===== config.mk =====
export PLATFORM = sky130hd
export DESIGN_NAME = reg_file_mp_flat
export DESIGN_NICKNAME = d
export VERILOG_FILES = /design/src/rtl/reg_file_mp_if.sv /design/src/rtl/reg_file_mp.sv /design/src/flat_wrapper.sv
export SDC_FILE = /design/constraint.sdc
export NUM_CORES = 2
export LEC_CHECK = 0
export ABC_AREA = 1
export CAP_MARGIN = 10
export CORE_MARGIN = 4
export CORE_UTILIZATION = 40
export CTS_BUF_LIST = sky130_fd_sc_hd__clkbuf_4
export DETAILED_ROUTE_END_ITERATION = 10
export PLACE_DENSITY = 0.58
export SYNTH_ARGS = -nofsm -noshare
export SYNTH_HDL_FRONTEND = slang
export SYNTH_SLANG_ARGS = --single-unit

===== constraint.sdc =====
create_clock -name clk -period 2.5 [get_ports clk]
set_clock_uncertainty 0.05 [all_clocks]
set_input_delay 0.625 -clock clk [delete_from_list [all_inputs] [get_ports clk]]
set_output_delay 0.625 -clock clk [all_outputs]
set_load 0.005 [all_outputs]

===== src/rtl/reg_file_mp_if.sv =====
// Register-file access bundle: read ports, two write ports and scoreboard set.
// The master drives addresses and writes; the slave returns combinational read data and pending state.
interface reg_file_mp_if #(
    parameter int DW     = 32,
    parameter int AW     = 5,
    parameter int NUM_RD = 2
);
    logic [NUM_RD*AW-1:0] rd_addr;
    logic [NUM_RD*DW-1:0] rd_data;
    logic [NUM_RD-1:0]    rd_pend;
    logic                 we0;
    logic [AW-1:0]        wa0;
    logic [DW-1:0]        wd0;
    logic                 we1;
    logic [AW-1:0]        wa1;
    logic [DW-1:0]        wd1;
    logic                 pend_set;
    logic [AW-1:0]        pend_addr;
    logic                 pend_any;

    modport master (
        output rd_addr, we0, wa0, wd0, we1, wa1, wd1, pend_set, pend_addr,
        input  rd_data, rd_pend, pend_any
    );

    modport slave (
        input  rd_addr, we0, wa0, wd0, we1, wa1, wd1, pend_set, pend_addr,
        output rd_data, rd_pend, pend_any
    );
endinterface


===== src/rtl/reg_file_mp.sv =====
// Multi-port register file with write-port-1 priority, optional write bypass and a per-register pending scoreboard.
// Reads are 0-cycle combinational, writes land in 1 cycle; no backpressure, every request is accepted.
module reg_file_mp #(
    parameter int DW       = 32,
    parameter int DEPTH    = 32,
    parameter int AW       = 5,
    parameter int NUM_RD   = 2,
    parameter int BYPASS   = 1,
    parameter int ZERO_REG = 1
) (
    input  logic          clk,
    input  logic          rst_n,
    reg_file_mp_if.slave  bus
);

    logic [DW-1:0]    mem [DEPTH];
    logic [DEPTH-1:0] pend;

    for (genvar r = 0; r < DEPTH; r++) begin : g_reg
        localparam logic [AW-1:0] ADDR  = AW'(r);
        localparam bit            FIXED = (ZERO_REG != 0) && (r == 0);

        logic          hit0;
        logic          hit1;
        logic          hit_set;
        logic [DW-1:0] data_q;
        logic          pend_q;

        assign hit0    = !FIXED && bus.we0 && (bus.wa0 == ADDR);
        assign hit1    = !FIXED && bus.we1 && (bus.wa1 == ADDR);
        assign hit_set = !FIXED && bus.pend_set && (bus.pend_addr == ADDR);

        // A producer issuing in the same cycle as a writeback keeps the register pending.
        always_ff @(posedge clk or negedge rst_n) begin
            if (!rst_n) begin
                data_q <= '0;
                pend_q <= 1'b0;
            end else begin
                if (hit1) begin
                    data_q <= bus.wd1;
                end else if (hit0) begin
                    data_q <= bus.wd0;
                end

                if (hit_set) begin
                    pend_q <= 1'b1;
                end else if (hit0 || hit1) begin
                    pend_q <= 1'b0;
                end
            end
        end

        assign mem[r]  = data_q;
        assign pend[r] = pend_q;
    end

    for (genvar k = 0; k < NUM_RD; k++) begin : g_rd
        logic [AW-1:0] addr;
        logic [DW-1:0] dat;
        logic          is_zero;

        assign addr    = bus.rd_addr[k*AW +: AW];
        assign is_zero = (ZERO_REG != 0) && (addr == '0);

        // Bypass is suppressed in reset so every read returns the cleared storage.
        always_comb begin
            dat = mem[addr];
            if ((BYPASS != 0) && rst_n && bus.we0 && (bus.wa0 == addr)) begin
                dat = bus.wd0;
            end
            if ((BYPASS != 0) && rst_n && bus.we1 && (bus.wa1 == addr)) begin
                dat = bus.wd1;
            end
            if (is_zero) begin
                dat = '0;
            end
        end

        assign bus.rd_data[k*DW +: DW] = dat;
        assign bus.rd_pend[k]          = pend[addr] && !is_zero;
    end

    assign bus.pend_any = |pend;

endmodule

===== src/flat_wrapper.sv =====
// flat-port wrapper written by rule: the top's interface ports become plain ports
module reg_file_mp_flat 
#(
    parameter int DW       = 32,
    parameter int DEPTH    = 32,
    parameter int AW       = 5,
    parameter int NUM_RD   = 2,
    parameter int BYPASS   = 1,
    parameter int ZERO_REG = 1
)
  (clk, rst_n, bus_rd_addr, bus_we0, bus_wa0, bus_wd0, bus_we1, bus_wa1, bus_wd1, bus_pend_set, bus_pend_addr, bus_rd_data, bus_rd_pend, bus_pend_any);
  reg_file_mp_if #(.DW(DW), .AW(AW), .NUM_RD(NUM_RD)) bus_i ();
  input  logic clk;
  input  logic rst_n;
  input wire logic [$bits(bus_i.rd_addr)-1:0] bus_rd_addr;
  input wire logic [$bits(bus_i.we0)-1:0] bus_we0;
  input wire logic [$bits(bus_i.wa0)-1:0] bus_wa0;
  input wire logic [$bits(bus_i.wd0)-1:0] bus_wd0;
  input wire logic [$bits(bus_i.we1)-1:0] bus_we1;
  input wire logic [$bits(bus_i.wa1)-1:0] bus_wa1;
  input wire logic [$bits(bus_i.wd1)-1:0] bus_wd1;
  input wire logic [$bits(bus_i.pend_set)-1:0] bus_pend_set;
  input wire logic [$bits(bus_i.pend_addr)-1:0] bus_pend_addr;
  output wire logic [$bits(bus_i.rd_data)-1:0] bus_rd_data;
  output wire logic [$bits(bus_i.rd_pend)-1:0] bus_rd_pend;
  output wire logic [$bits(bus_i.pend_any)-1:0] bus_pend_any;
  assign bus_i.rd_addr = bus_rd_addr;
  assign bus_i.we0 = bus_we0;
  assign bus_i.wa0 = bus_wa0;
  assign bus_i.wd0 = bus_wd0;
  assign bus_i.we1 = bus_we1;
  assign bus_i.wa1 = bus_wa1;
  assign bus_i.wd1 = bus_wd1;
  assign bus_i.pend_set = bus_pend_set;
  assign bus_i.pend_addr = bus_pend_addr;
  assign bus_rd_data = bus_i.rd_data;
  assign bus_rd_pend = bus_i.rd_pend;
  assign bus_pend_any = bus_i.pend_any;
  reg_file_mp #(.DW(DW), .DEPTH(DEPTH), .AW(AW), .NUM_RD(NUM_RD), .BYPASS(BYPASS), .ZERO_REG(ZERO_REG)) u_core (.clk(clk), .rst_n(rst_n), .bus(bus_i));
endmodule

# Word-level counts from Yosys, hierarchy flattened
# Cells that the tools add are included.
# W data, S select, Z words.
# word_totals
out_inout_bits,67
elab_cells,504
reg_bits,1023
in_bits,94
# classes
n_eq_ne,97
reduce_logical,199
n_bitwise,2
n_lt_le_gt_ge,4
n_mux,140
# op_table
op,n
$mux W32,72
$bmux W32 S5,2
$eq A5 B5 Y1 const B,48
$reduce_bool A2 Y1,62
$eq A5 B4 Y1 const B,24
$logic_and A1 B1 Y1,101
$mux W1,64
$eq A5 B3 Y1 const B,12
$logic_or A1 B1 Y1,31
$reduce_or A31 Y1,1
$eq A5 B2 Y1 const B,6
$eq A5 B5 Y1,4
$eq A5 B1 Y1 const B,3
$ge A6 B6 Y1 const B,2
$lt A5 B6 Y1 const B,2
$not A5 Y6,2
$bmux W1 S5,2
$logic_not A5 Y1,2
$logic_not A1 Y1,2

# Logic depth before layout (Yosys ltp)
# depth
word_depth,7
depth_mapped,12
mapped_depth_nobuf,10

# Least setup slack after synthesis
# Ideal clock, no wire load.
# synth_timing
kind,in2out
start,input port bus_wa1[3]
end,output port bus_rd_data[10]
path_stages,8
t_required_ps,1825
path_slack_ps,-56
path_buffers,2
arrival_ps,1881
cell_sequence,buf_4 xor2_1 nor3_1 nand2_1 nor2_1 clkbuf_1 nor2_1 a21oi_1
# synth_between
elab_chain_len,4
# synth_rtl
item,line_no,source
from (decl),flat_wrapper.sv:20,input wire logic [$bits(bus_i.wa1)-1:0] bus_wa1;
$eq A5 B5 Y1,reg_file_mp.sv:71,if ((BYPASS != 0) && rst_n && bus.we1 && (bus.wa1 == addr)) begin
$logic_and A1 B1 Y1,reg_file_mp.sv:71,
$mux W32,reg_file_mp.sv:71,
$mux W32,reg_file_mp.sv:74,if (is_zero) begin
to (decl),flat_wrapper.sv:24,output wire logic [$bits(bus_i.rd_data)-1:0] bus_rd_data;
# No other way between the ends.

# Final worst setup path
# layout_timing
start,register u_core.g_reg[21].data_q[13]
end,output port bus_rd_data[45]
# layout_between
elab_chain_len,6
# layout_rtl
item,line_no,source
from (decl),reg_file_mp.sv:26,logic [DW-1:0] data_q;
from (signal assigned),reg_file_mp.sv:40,data_q <= bus.wd1;
from (signal assigned),reg_file_mp.sv:42,data_q <= bus.wd0;
$bmux W32 S5,reg_file_mp.sv:67,dat = mem[addr];
$mux W32 (implied by the code) (2 in series),reg_file_mp.sv:67,
$mux W32,reg_file_mp.sv:68,if ((BYPASS != 0) && rst_n && bus.we0 && (bus.wa0 == addr)) begin
$mux W32,reg_file_mp.sv:71,
$mux W32,reg_file_mp.sv:74,
# No other way between the ends. The select of a mux whose other input is x is not followed.

==> impl_metrics.yaml <==
status:
  status: "finished with violations"
  failed_checks: "negative setup slack"
sta:
  min_period_over_period_pct: 144
  finalSetupViolCount: 67
  worstMarginPinSlew_ns: 0.959
  worst_hold_slack_after_final_layout_ns: 0.148
  final_hold_viol_count: 0
  slew_headroom_pct: 36.1
  finalMaxSlewViolations: 0
  fin_ws_ns: -1.10
  setup_total_negative_slack_ns: -61.64
  period_minus_slack_ns: 3.60
  rsz0062_at_grt: "true"
  upper_clock_frequency_limit_ghz: 0.278
setup_path:
  critical_path.n_buffers_inverters: 3
  crit_path_max_incr_delay_ns: 0.33
  crit_path_end_kind: "output pin"
  rr_startpoint: "u_core.g_reg[16].pend_q$_DFFE_PN0P_"
  crit_path_start_kind: "register"
  crit_required_ns: 1.82
  slowest_stage: "sky130_fd_sc_hd__dfrtp_1"
  worstPathMaxFanout: 3
  crit_top_cell: "sky130_fd_sc_hd__nand3_1"
  worstSetupStartpoint: "u_core.g_reg[21].data_q[13]$_DFFE_PN0P_"
  crit_type: "reg -> out"
  cp_cell_sequence: "inv_1 -> buf_4 -> nand2_1 -> nand3_1 -> nand3_1 -> nand3_1 -> nand3_2 -> nand3_2 -> a21oi_4 -> buf_2"
  cpLargestDelayFamily: "simple AND/OR/NAND/NOR gates"
  cp_data_arrival_time_ns: 2.93
global_route:
  grt_antenna_before_repair: 29
  grt_first_pass_wirelength_mm: 566
  total_track_usage_pct: 42.3
  grt_pass1_vias: 82700
  grt_max_degree: 188
  residual_overflow_from_global_routing: 0
pwr:
  power.static_leakage_nw: 44.6
  peak_vdd_ir_mv: 0.559
  power-per-cell-area_nw_per_um2: 673
  total_power_mw: 62.4
finish:
  flow.area_growth_from_synthesis_pct: 33.9
  final_core_utilization_pct: 53.9
  fin_nets: 11900
  fraction_of_layout_instances_using_a_drive_strength_above_1_pct: 24.3
  layout_common_cells: "sky130_fd_sc_hd__nand2_1 (2493), sky130_fd_sc_hd__o21ai_0 (2173), sky130_fd_sc_hd__nand3_1 (1366), sky130_fd_sc_hd__buf_4 (1150), sky130_fd_sc_hd__dfrtp_1 (1023)"
  leading_cell_type_in_the_layout_fill_and_taps_excluded: "sky130_fd_sc_hd__nand2_1"
  final_design_area_no_fill_um2: 92700
  stdcell_count: 14300
cts:
  htree_num_levels: 5
  clock_buffer_count_from_cts: 327
  clkSinkCount: 1023
  clock_latency_on_the_worst_skew_pair_ns: 1.39
  cts.clk_slew.worst_paths_ns: 0.06
  cts_tree: "yes"
  cts_buffer_depth: 4
  cts-root-buf: "sky130_fd_sc_hd__clkbuf_4"
place:
  placement.setup.worst_slack_ns: -1.53
  place_inst: 13700
  dpl-instance-area_um2: 84000
  globalplace.congestion: 0.996
  place.detailed.hpwl_mm: 265
  port_buffers: 160
logic_synthesis:
  syn-cell-area_um2: 69200
  ys_warn_count: 0
  synth.yosys.seq_area_share_pct: 37.0
  syn-instance-count: 10900
  synth.lib_cells_used.distinct: 33
  postSynthAreaPerCell_um2: 6.38
  synth_seq_cells: 1023
  mappedNetlistNets: 10900
floorplan:
  rows: 152
  die_h_um: 424
  die_x_um: 424
  initial_utilization_pct: 40.3
  design.die.area_um2: 180000
  io_pins: 161
  placeableCoreArea_um2: 172000
worst_hold_path:
  hold_path.startpoint: "bus_wd0[0]"
  worst_hold_path_type: "in -> reg"
drt:
  ant_nets: 0
  firstDrtPassIters: 7
  remaining_drc_errors: 0
  post_drt_wl_per_cell_um: 27.6
  num_vias: 88200
  drt-total-wl_mm: 395
  avgViaCountPerCell: 6.15
  drt_iter0_markers: 14000
flow_run:
  maxCapViolCount: 0
area by class of cell:
cell class	count	area, um2
tap	2310	2890
antenna	20	50.0
fill	17000	79200
inverter	970	3680
multi-input combinational	7824	40100
clock buffer	468	3510
clock inverter	52	221
sequential	1023	25600
timing repair buffer	1669	16700
Yosys cell counts:
library cell | count | area share (%)
sky130_fd_sc_hd__nand2_1 | 2645 | 14
sky130_fd_sc_hd__o21ai_0 | 2182 | 16
sky130_fd_sc_hd__nand3_1 | 1812 | 13
sky130_fd_sc_hd__dfrtp_1 | 1023 | 37
sky130_fd_sc_hd__inv_1 | 943 | 5.1
sky130_fd_sc_hd__clkbuf_1 | 707 | 3.8
sky130_fd_sc_hd__nor2_1 | 622 | 3.4
sky130_fd_sc_hd__o22ai_1 | 306 | 2.8
sky130_fd_sc_hd__buf_2 | 223 | 1.6
sky130_fd_sc_hd__buf_1 | 99 | 0.54
sky130_fd_sc_hd__a21oi_1 | 94 | 0.68
sky130_fd_sc_hd__o21ai_1 | 43 | 0.31
sky130_fd_sc_hd__o221ai_1 | 41 | 0.52
sky130_fd_sc_hd__inv_2 | 23 | 0.12
sky130_fd_sc_hd__o211ai_1 | 18 | 0.20
sky130_fd_sc_hd__nor2_2 | 16 | 0.14
sky130_fd_sc_hd__nand4_1 | 7 | 0.063
sky130_fd_sc_hd__a32o_1 | 6 | 0.087
sky130_fd_sc_hd__nand2_2 | 6 | 0.054
sky130_fd_sc_hd__xor2_1 | 6 | 0.076
sky130_fd_sc_hd__nor2_4 | 4 | 0.065
sky130_fd_sc_hd__nor3_1 | 4 | 0.029
sky130_fd_sc_hd__nor4_1 | 4 | 0.036
sky130_fd_sc_hd__buf_4 | 3 | 0.033
sky130_fd_sc_hd__clkinv_1 | 3 | 0.016
sky130_fd_sc_hd__nand2_4 | 3 | 0.049
sky130_fd_sc_hd__buf_6 | 2 | 0.033
sky130_fd_sc_hd__or2_2 | 2 | 0.018
sky130_fd_sc_hd__clkbuf_2 | 1 | 0.0072
sky130_fd_sc_hd__clkinv_2 | 1 | 0.0072
sky130_fd_sc_hd__nor3_4 | 1 | 0.023
sky130_fd_sc_hd__o311ai_0 | 1 | 0.013
sky130_fd_sc_hd__o32ai_1 | 1 | 0.013
worst register-to-register path, stage by stage (launching register included):
cell and delay, ns:
sky130_fd_sc_hd__dfrtp_1 0.36, sky130_fd_sc_hd__inv_1 0.13, sky130_fd_sc_hd__o32ai_1 0.11, sky130_fd_sc_hd__dlygate4sd3_1 0.56
power by group:
part           internal [mW]  switching, mW
clock network           8.56           8.43
logic                   9.16           13.5
registers               21.0           1.69
routing by layer:
layer	up-vias	GRT usage, %	share of wire [%]
li1	37900	-	-
met1	41600	54.5	37
met2	6996	60.8	41
met3	1645	14.6	15
met4	14	25.9	7.0
met5	-	0.161	0.030
sequential cells by signal (all words and copies together) (netlist names):
register / cells
u_core.g.pend_q: 31
u_core.g.data_q: 992
final timing paths:
| path | cells past startpoint | slack (ns) | endpoint |
|---|---|---|---|
| worst max-delay path | 10 | -1.10 | bus_rd_data[45] |
| worst min-delay path | 4 | 0.15 | u_core.g_reg[24].data_q[0]$_DFFE_PN0P_ |
| worst max register to register | 3 | 1.18 | u_core.g_reg[16].pend_q$_DFFE_PN0P_ |
| worst min register to register | 2 | 0.46 | u_core.g_reg[7].data_q[28]$_DFFE_PN0P_ |
| max in group asynchronous | 5 | 0.29 | u_core.g_reg[22].pend_q$_DFFE_PN0P_ |
| min in group asynchronous | 3 | 0.28 | u_core.g_reg[11].data_q[10]$_DFFE_PN0P_ |
timing repair:
action,CTS,global route
pin swaps,279,286
hold endpoints to repair,428,0
setup buffers,57,48
gates resized for setup,906,377
hold buffers,14,0
setup endpoints to repair,67,437
gates cloned,0,1
kinds of logic after synthesis:
family	after synthesis	synth area share, %
xor gates and xnor gates	6	0.0759
AOI/OAI and AO/OA	2692	20.4
DFF	1023	37.0
buffers and inverters	2005	11.3
and+or+nand+nor	5126	31.3
Power figures use the tool's default switching activity.
